### config.mk
export PLATFORM = sky130hd
export DESIGN_NAME = ttl_updown_counter_chain_flat
export DESIGN_NICKNAME = d
export VERILOG_FILES = /design/src/rtl/ttl_updown_counter_chain_pkg.sv /design/src/rtl/ttl_updown_counter_chain_if.sv /design/src/rtl/ttl_updown_counter_chain_stage.sv /design/src/rtl/ttl_updown_counter_chain.sv /design/src/flat_wrapper.sv
export SDC_FILE = /design/constraint.sdc
export NUM_CORES = 1
export LEC_CHECK = 0
export CORE_MARGIN = 3
export CORE_UTILIZATION = 44
export DETAILED_ROUTE_END_ITERATION = 7
export PLACE_DENSITY = 0.82
export SLEW_MARGIN = 40
export SYNTH_ARGS = -nofsm -noshare
export SYNTH_HDL_FRONTEND = slang
export SYNTH_SLANG_ARGS = --single-unit --ignore-timing --ignore-initial --compat-mode --unroll-limit 50000
### constraint.sdc
create_clock -name Clk -period 2.3 [get_ports Clk]
set_input_delay 0.345 -clock Clk [delete_from_list [all_inputs] [get_ports Clk]]
set_output_delay 0.345 -clock Clk [all_outputs]
set_load 0.02 [all_outputs]
### src/rtl/ttl_updown_counter_chain_pkg.sv
// Shared definitions for the cascaded 7416x-style up/down counter.
package ttl_updown_counter_chain_pkg;

    // Width of one counter stage (one TTL part)
    localparam int STAGE_W = 4;

    // Direction encoding carried on Up_Dn
    localparam logic DIR_UP   = 1'b1;
    localparam logic DIR_DOWN = 1'b0;

    // A stage modulus must fit in one nibble and be able to count at all
    function automatic bit modulo_legal(input int modulo);
        return (modulo >= 2) && (modulo <= 16);
    endfunction

endpackage

### src/rtl/ttl_updown_counter_chain_if.sv
// Control, data and status bundle of the counter chain.
interface ttl_updown_counter_chain_if #(
    parameter int STAGES = 2
);
    import ttl_updown_counter_chain_pkg::*;

    logic                       Clear_bar;
    logic                       Load_bar;
    logic                       ENP;
    logic                       ENT;
    logic                       Up_Dn;
    logic [STAGE_W*STAGES-1:0]  D;
    logic [STAGE_W*STAGES-1:0]  Q;
    logic [STAGES-1:0]          Stage_TC;
    logic                       RCO;

    // Board side: drives controls and load data, observes the count
    modport master (
        output Clear_bar, Load_bar, ENP, ENT, Up_Dn, D,
        input  Q, Stage_TC, RCO
    );

    // Counter side
    modport slave (
        input  Clear_bar, Load_bar, ENP, ENT, Up_Dn, D,
        output Q, Stage_TC, RCO
    );

endinterface

### src/rtl/ttl_updown_counter_chain_stage.sv
// One 4-bit counter stage with selectable modulus and direction.
module ttl_counter_stage
    import ttl_updown_counter_chain_pkg::*;
#(
    parameter int MODULO = 16
) (
    input  logic               Clk,
    input  logic               Reset,
    input  logic               clear,
    input  logic               load,
    input  logic               step_en,
    input  logic               dir,
    input  logic [STAGE_W-1:0] d,
    output logic [STAGE_W-1:0] q,
    output logic               tc
);

    localparam logic [STAGE_W-1:0] TOP_VAL = STAGE_W'(MODULO - 1);

    // Terminal count: at or above the top value going up (so illegal
    // loaded values also carry), at zero going down
    always_comb begin
        tc = 1'b0;
        if (dir == DIR_UP) begin
            tc = (q >= TOP_VAL);
        end else begin
            tc = (q == '0);
        end
    end

    // Nibble register: clear beats load beats step; terminal values wrap
    always_ff @(posedge Clk or posedge Reset) begin
        if (Reset) begin
            q <= '0;
        end else if (clear) begin
            q <= '0;
        end else if (load) begin
            q <= d;
        end else if (step_en) begin
            if (dir == DIR_UP) begin
                q <= tc ? '0 : q + 1'b1;
            end else begin
                q <= tc ? TOP_VAL : q - 1'b1;
            end
        end
    end

endmodule

### src/rtl/ttl_updown_counter_chain.sv
// Synchronous up/down counter chain of STAGES nibbles, binary or decade.
module ttl_updown_counter_chain
    import ttl_updown_counter_chain_pkg::*;
#(
    parameter int STAGES     = 2,
    parameter int MODULO     = 16,
    parameter int DELAY_RISE = 0,
    parameter int DELAY_FALL = 0
) (
    input  logic                     Clk,
    input  logic                     Reset,
    ttl_updown_counter_chain_if.slave bus
);

    if (!modulo_legal(MODULO)) begin : g_bad_modulo
        $error("ttl_updown_counter_chain: MODULO must be in 2..16");
    end

    logic                      count_en;
    logic [STAGES-1:0]         step_en;
    logic [STAGES-1:0]         tc;
    logic [STAGE_W-1:0]        stage_q [STAGES];
    logic [STAGE_W*STAGES-1:0] q_int;
    logic                      rco_int;

    // Every stage moves only when the whole chain is counting
    assign count_en = bus.Clear_bar & bus.Load_bar & bus.ENP & bus.ENT;

    // Carry-enable chain: a stage steps only when all lower stages are terminal
    always_comb begin
        step_en    = '0;
        step_en[0] = count_en;
        for (int i = 1; i < STAGES; i++) begin
            step_en[i] = step_en[i-1] & tc[i-1];
        end
    end

    for (genvar i = 0; i < STAGES; i++) begin : g_stage
        ttl_counter_stage #(
            .MODULO (MODULO)
        ) u_stage (
            .Clk     (Clk),
            .Reset   (Reset),
            .clear   (~bus.Clear_bar),
            .load    (~bus.Load_bar),
            .step_en (step_en[i]),
            .dir     (bus.Up_Dn),
            .d       (bus.D[STAGE_W*i +: STAGE_W]),
            .q       (stage_q[i]),
            .tc      (tc[i])
        );
    end

    // Pack the stage nibbles into the flat counter value
    always_comb begin
        q_int = '0;
        for (int i = 0; i < STAGES; i++) begin
            q_int[STAGE_W*i +: STAGE_W] = stage_q[i];
        end
    end

    assign rco_int      = bus.ENT & (&tc);
    assign bus.Stage_TC = tc;

    // Package-pin delays only on the visible outputs
    assign #(DELAY_RISE, DELAY_FALL) bus.Q   = q_int;
    assign #(DELAY_RISE, DELAY_FALL) bus.RCO = rco_int;

endmodule
### src/flat_wrapper.sv
// flat-port wrapper written by rule: the top's interface ports become plain ports
module ttl_updown_counter_chain_flat import ttl_updown_counter_chain_pkg::*;
#(
    parameter int STAGES     = 2,
    parameter int MODULO     = 16,
    parameter int DELAY_RISE = 0,
    parameter int DELAY_FALL = 0
)
  (Clk, Reset, bus_Clear_bar, bus_Load_bar, bus_ENP, bus_ENT, bus_Up_Dn, bus_D, bus_Q, bus_Stage_TC, bus_RCO);
  ttl_updown_counter_chain_if #(.STAGES(STAGES)) bus_i ();
  input  logic Clk;
  input  logic Reset;
  input wire logic [$bits(bus_i.Clear_bar)-1:0] bus_Clear_bar;
  input wire logic [$bits(bus_i.Load_bar)-1:0] bus_Load_bar;
  input wire logic [$bits(bus_i.ENP)-1:0] bus_ENP;
  input wire logic [$bits(bus_i.ENT)-1:0] bus_ENT;
  input wire logic [$bits(bus_i.Up_Dn)-1:0] bus_Up_Dn;
  input wire logic [$bits(bus_i.D)-1:0] bus_D;
  output wire logic [$bits(bus_i.Q)-1:0] bus_Q;
  output wire logic [$bits(bus_i.Stage_TC)-1:0] bus_Stage_TC;
  output wire logic [$bits(bus_i.RCO)-1:0] bus_RCO;
  assign bus_i.Clear_bar = bus_Clear_bar;
  assign bus_i.Load_bar = bus_Load_bar;
  assign bus_i.ENP = bus_ENP;
  assign bus_i.ENT = bus_ENT;
  assign bus_i.Up_Dn = bus_Up_Dn;
  assign bus_i.D = bus_D;
  assign bus_Q = bus_i.Q;
  assign bus_Stage_TC = bus_i.Stage_TC;
  assign bus_RCO = bus_i.RCO;
  ttl_updown_counter_chain #(.STAGES(STAGES), .MODULO(MODULO), .DELAY_RISE(DELAY_RISE), .DELAY_FALL(DELAY_FALL)) u_core (.Clk(Clk), .Reset(Reset), .bus(bus_i));
endmodule
# Word-level counts from Yosys, hierarchy flattened
# Cells that the tools add are included.
op_classes:
  order_cmp: 2
  shift: 0
  eq_ne: 2
  n_reduce_logical: 3
  div_mod_pow: 0
  addsub: 4
  n_mul: 0
  muxes: 14
  n_bitwise: 5
op_table:
  columns: ["operator", "count"]
  rows:
  - ["$mux W4", 12]
  - ["$add A4 B1 Y4 const B", 2]
  - ["$ge A4 B4 Y1 const B", 2]
  - ["$logic_not A4 Y1", 2]
  - ["$sub A4 B1 Y4 const B", 2]
  - ["$ne A3 B2 Y1 const B", 2]
  - ["$and A1 B1 Y1", 5]
  - ["$mux W1", 2]
  - ["$reduce_and A2 Y1", 1]
totals:
  wordCells: 32
  mem_bits_rw: 0
  memories: 0
  ff_bits: 8
  rom_bits: 0
  latchBits: 0

# Longest topological paths before layout
depth:
  depth_word: 7
  mapped_depth: 6
  ltp_nobuf: 6

# Cells and area by module
# Synthesis repeated with hierarchy kept, for this count alone.
hier_totals:
  hier_cells: 94
  hier_area_um2: 769.5
modules_own_cells:
  columns: ["mod", "area_each_um2", "cells_each", "seq_area_each_um2", "instances"]
  rows:
  - ["ttl_counter_stage", 367.9, 43, 100.1, 2]
  - ["ttl_updown_counter_chain", 33.8, 8, 0.0, 1]

# Worst setup path before layout
# No wires, ideal clock.
synth_path:
  path_kind: "reg-to-output"
  startpoint: "reg u_core.g_stage[0].u_stage.q[1]"
  endpoint: "out bus_RCO"
  setup_slack_ns: 0.355
  path_stages_with_launch: 6
  path_buffers: 0
  arrival_time_ns: 1.600
  cell_sequence: "dfrtp_1 inv_1 ha_1 or4b_4 nand2_1 and3_1"
synth_between:
  elab_chain_len: 4
synth_lines:
  columns: ["element", "line", "text"]
  rows:
  - ["start, declared", "ttl_updown_counter_chain_stage.sv:14", "output logic [STAGE_W-1:0] q,"]
  - ["start signal, assigned", "ttl_updown_counter_chain_stage.sv:41", "q <= tc ? '0 : q + 1'b1;"]
  - ["start signal, assigned", "ttl_updown_counter_chain_stage.sv:43", "q <= tc ? TOP_VAL : q - 1'b1;"]
  - ["$ge A4 B4 Y1 / $logic_not A4 Y1 (equally long branches)", "ttl_updown_counter_chain_stage.sv:25, ttl_updown_counter_chain_stage.sv:27", null]
  - ["$mux W1 (*)", "ttl_updown_counter_chain_stage.sv:24", "if (dir == DIR_UP) begin"]
  - ["named net u_core.g_stage[0].u_stage.tc", "ttl_updown_counter_chain_stage.sv:15", "output logic tc"]
  - ["$reduce_and A2 Y1 (*)", "ttl_updown_counter_chain.sv:62", "assign rco_int = bus.ENT & (&tc);"]
  - ["$and A1 B1 Y1 (*)", "ttl_updown_counter_chain.sv:62", null]
  - ["end, declared", "flat_wrapper.sv:21", "output wire logic [$bits(bus_i.RCO)-1:0] bus_RCO;"]
# The timed path passes the listed nets; every way through them passes the cells marked *.

# Final worst setup path
layout_path:
  startpoint: "reg u_core.g_stage[0].u_stage.q[1]"
  endpoint: "out bus_Stage_TC[0]"
layout_between:
  elab_chain_len: 2
layout_lines:
  columns: ["element", "line", "text"]
  rows:
  - ["$ge A4 B4 Y1 / $logic_not A4 Y1 (equally long branches)", "ttl_updown_counter_chain_stage.sv:25, ttl_updown_counter_chain_stage.sv:27", null]
  - ["$mux W1 (*)", "ttl_updown_counter_chain_stage.sv:24", null]
  - ["end, declared", "flat_wrapper.sv:20", "output wire logic [$bits(bus_i.Stage_TC)-1:0] bus_Stage_TC;"]
# Every way passes the cells marked *; elsewhere a longest branch is shown, timed or not.

==> impl_metrics.toml <==
[status]
status = "finished clean"

[sta]
fin_setup_tns_ns = 0
fmax_ghz = 0.452
finalHoldViolations = 0
rsz0062_at_grt = "false"
worst_pin_slew_ns = 0.310
fin_worst_skew_ns = 0.000855
period_needed_ns = 2.21
fin_ws_ns = 0.0878
hold-worst-slack_ns = 0.355
slew_viol_final = 0
slew_headroom = 0.793
period_share = 0.962
setup_viol = 0

[worst_setup_path]
critPathArrivalTime_ns = 1.87
start_kind = "flip-flop"
critPathCaptureType = "output port"
regToRegSetupSlack_ns = 0.24
path_delay_family = "simple AND/OR/NAND/NOR gates"
path_max_fanout = 3
required_ns = 1.96
crit_cells = 6
path_cells = "inv_1 > ha_1 > or4b_4 > nand2_1 > buf_4 > clkdlybuf4s15_1"
slowest_stage = "or4b_4"
cpPeakStageDelay_ns = 0.49
critical_path_class = "flip-flop to output port"
path_buf_inv = 3
rr_worst_depth = 7

[power_and_ir_drop]
combPwrFrac = 0.421
pwr-share-seq = 0.354
p_total_mw = 0.454
swShare = 0.323
leakagePower_nw = 0.486
powerDensity_nw_per_um2 = 403
p_clk_frac = 0.225
p_sw_mw = 0.147
p_int_mw = 0.307
ir_drop_v = 0.000280

[layout]
stdcell_count = 147
drive_gt1_frac = 0.168
largest_reg_flops = 8
fillerInstances = 129
reg_top3 = "u_core.g_stage.u_stage.q (8)"
diodes = 0
largest_register = "u_core.g_stage.u_stage.q"
nets = 152
fin_area_um2 = 1130
area_delta_synth_final_pct = 47.1
final_util = 0.714

[synthesis]
syn_area_um2 = 766
syn-num-nets = 114
async_reset_ff_frac = 1.00
synth_top_area_frac = 0.261
avgSynthCellArea_um2 = 8.06
ys_top_cells_by_area = "dfrtp_1 (26%), ha_1 (6.5%), nand2b_1 (4.1%)"
synth_xor_area_frac = 0.0229
synth_ff_type = "dfrtp_1"
synth-adder-area-share = 0.0654
ys_types = 41
synth_edf_count = 0
yosysTopAreaCell = "dfrtp_1"
synth_commonest_cells = "dfrtp_1 (8), inv_1 (7), a21oi_1 (6), nand2_1 (6), o21ai_0 (6)"
yosysSeqAreaShare = 0.261
synthMuxAreaShare = 0.0261
synth_top_family_by_area = "compound AO/OA/AOI/OAI gates"
syn_inst = 95
yosysMostFrequentCell = "dfrtp_1"
synth_compound_area_frac = 0.292
yosys_warnings = 0
ys_ff_latch = 8
synth-simple-area-share = 0.252

[detailed_routing]
viasPerCell = 5.82
drt_pass1_iterations = 4
drt-total-wl_mm = 2.15
via_count = 855
route.detailed.wl_per_inst_um = 14.6
drtIter0Drc = 22
postRouteAntennaNets = 0
drc = 0

[clock_network]
cts_root_buf = "clkbuf_4"
clk_pin_slew_worst_paths_ns = 0.05
cts.sink_count = 8
cts_hold_buf = 0
post-cts-setup-buffers = 0
numCtsBuffers = 3
htreeDepth = 1
cts_max_path_buffers = 2
insertion_delay_ns = 0.24
tritoncts = "built"

[global_routing]
grt_pass1_vias = 775
grt_start_max_net_pins = 17
antenna_found_initial = 0
grt_pass1_wl_mm = 3.48
grt_overflow = 0
track_usage = 0.213

[floorplan]
start_util = 0.486
pin_count = 26
die_y_um = 47.7
die_w_um = 47.7
die-area_um2 = 2280
coreArea_um2 = 1580
std_cell_rows = 14

[placed_design]
placed_area_um2 = 1110
dp_slack_ns = -0.193
dp_hpwl_mm = 1.71
gp_congestion = 0.940
dp_cells = 144
io_buffers = 25

[flow_run]
max_cap_viol_count = 0

[hold_path]
hold_path_class = "input port to async pin"
-- cell families (layout without fill, tap and decap cells) --
logic type | after synthesis | count (layout)
compound gates | 33 | 33
xor+xnor | 2 | 2
fa+ha+maj | 4 | 4
buf+inv | 14 | 50
flops | 8 | 8
mux | 2 | 2
simple gates | 32 | 32
-- metal layers --
| metal | part of all wire | global-route usage |
|---|---|---|
| met3 | 0.042 | 0.0301 |
| met2 | 0.48 | 0.338 |
| met1 | 0.48 | 0.307 |
| met4 | 0 | 0.0430 |
| met5 | 0 | 0 |
-- cell usage in the layout (no fill, tap or decap), drive strengths merged, types with 5 or more instances in the layout --
cell type	n
clkdlybuf4s50	22
o21ai	6
a21oi	7
dfrtp	8
buf	14
nand2	6
inv	8
nand2b	5
nor2	5
-- final timing paths --
path | start | end
worst max-delay path | u_core.g_stage[0].u_stage.q[1] | bus_Stage_TC[0]
worst min-delay path | Reset | u_core.g_stage[0].u_stage.q[3]
worst max register to register | u_core.g_stage[0].u_stage.q[1] | u_core.g_stage[1].u_stage.q[3]
worst min register to register | u_core.g_stage[1].u_stage.q[0] | u_core.g_stage[1].u_stage.q[0]
max in group asynchronous | Reset | u_core.g_stage[1].u_stage.q[0]
min in group Clk | bus_D[0] | u_core.g_stage[0].u_stage.q[0]
-- timing repair --
action                     in CTS  in global routing
setup endpoints to repair       3                  2
gates resized for setup         4                  2
hold endpoints to repair        0                  0
-- power groups by stage --
stage / combinational, mW / clock, mW / sequential [mW]
finish: 0.191 / 0.102 / 0.161
global route: 0.208 / 0.118 / 0.162
CTS: 0.191 / 0.107 / 0.161
detailed placement: 0.192 / 0 / 0.163
global placement: 0.187 / 0 / 0.162
floorplan: 0.0855 / 0 / 0.178
-- final cells by class --
cell class                 instances  area, um^2  area share
timing repair buffer              39         349       0.310
multi-input combinational         73         504       0.448
inverter                           8        30.0      0.0267
tap                               16        20.0      0.0178
sequential                         8         200       0.178
clock buffer                       3        22.5      0.0200
(Power assumes the default switching activity.)
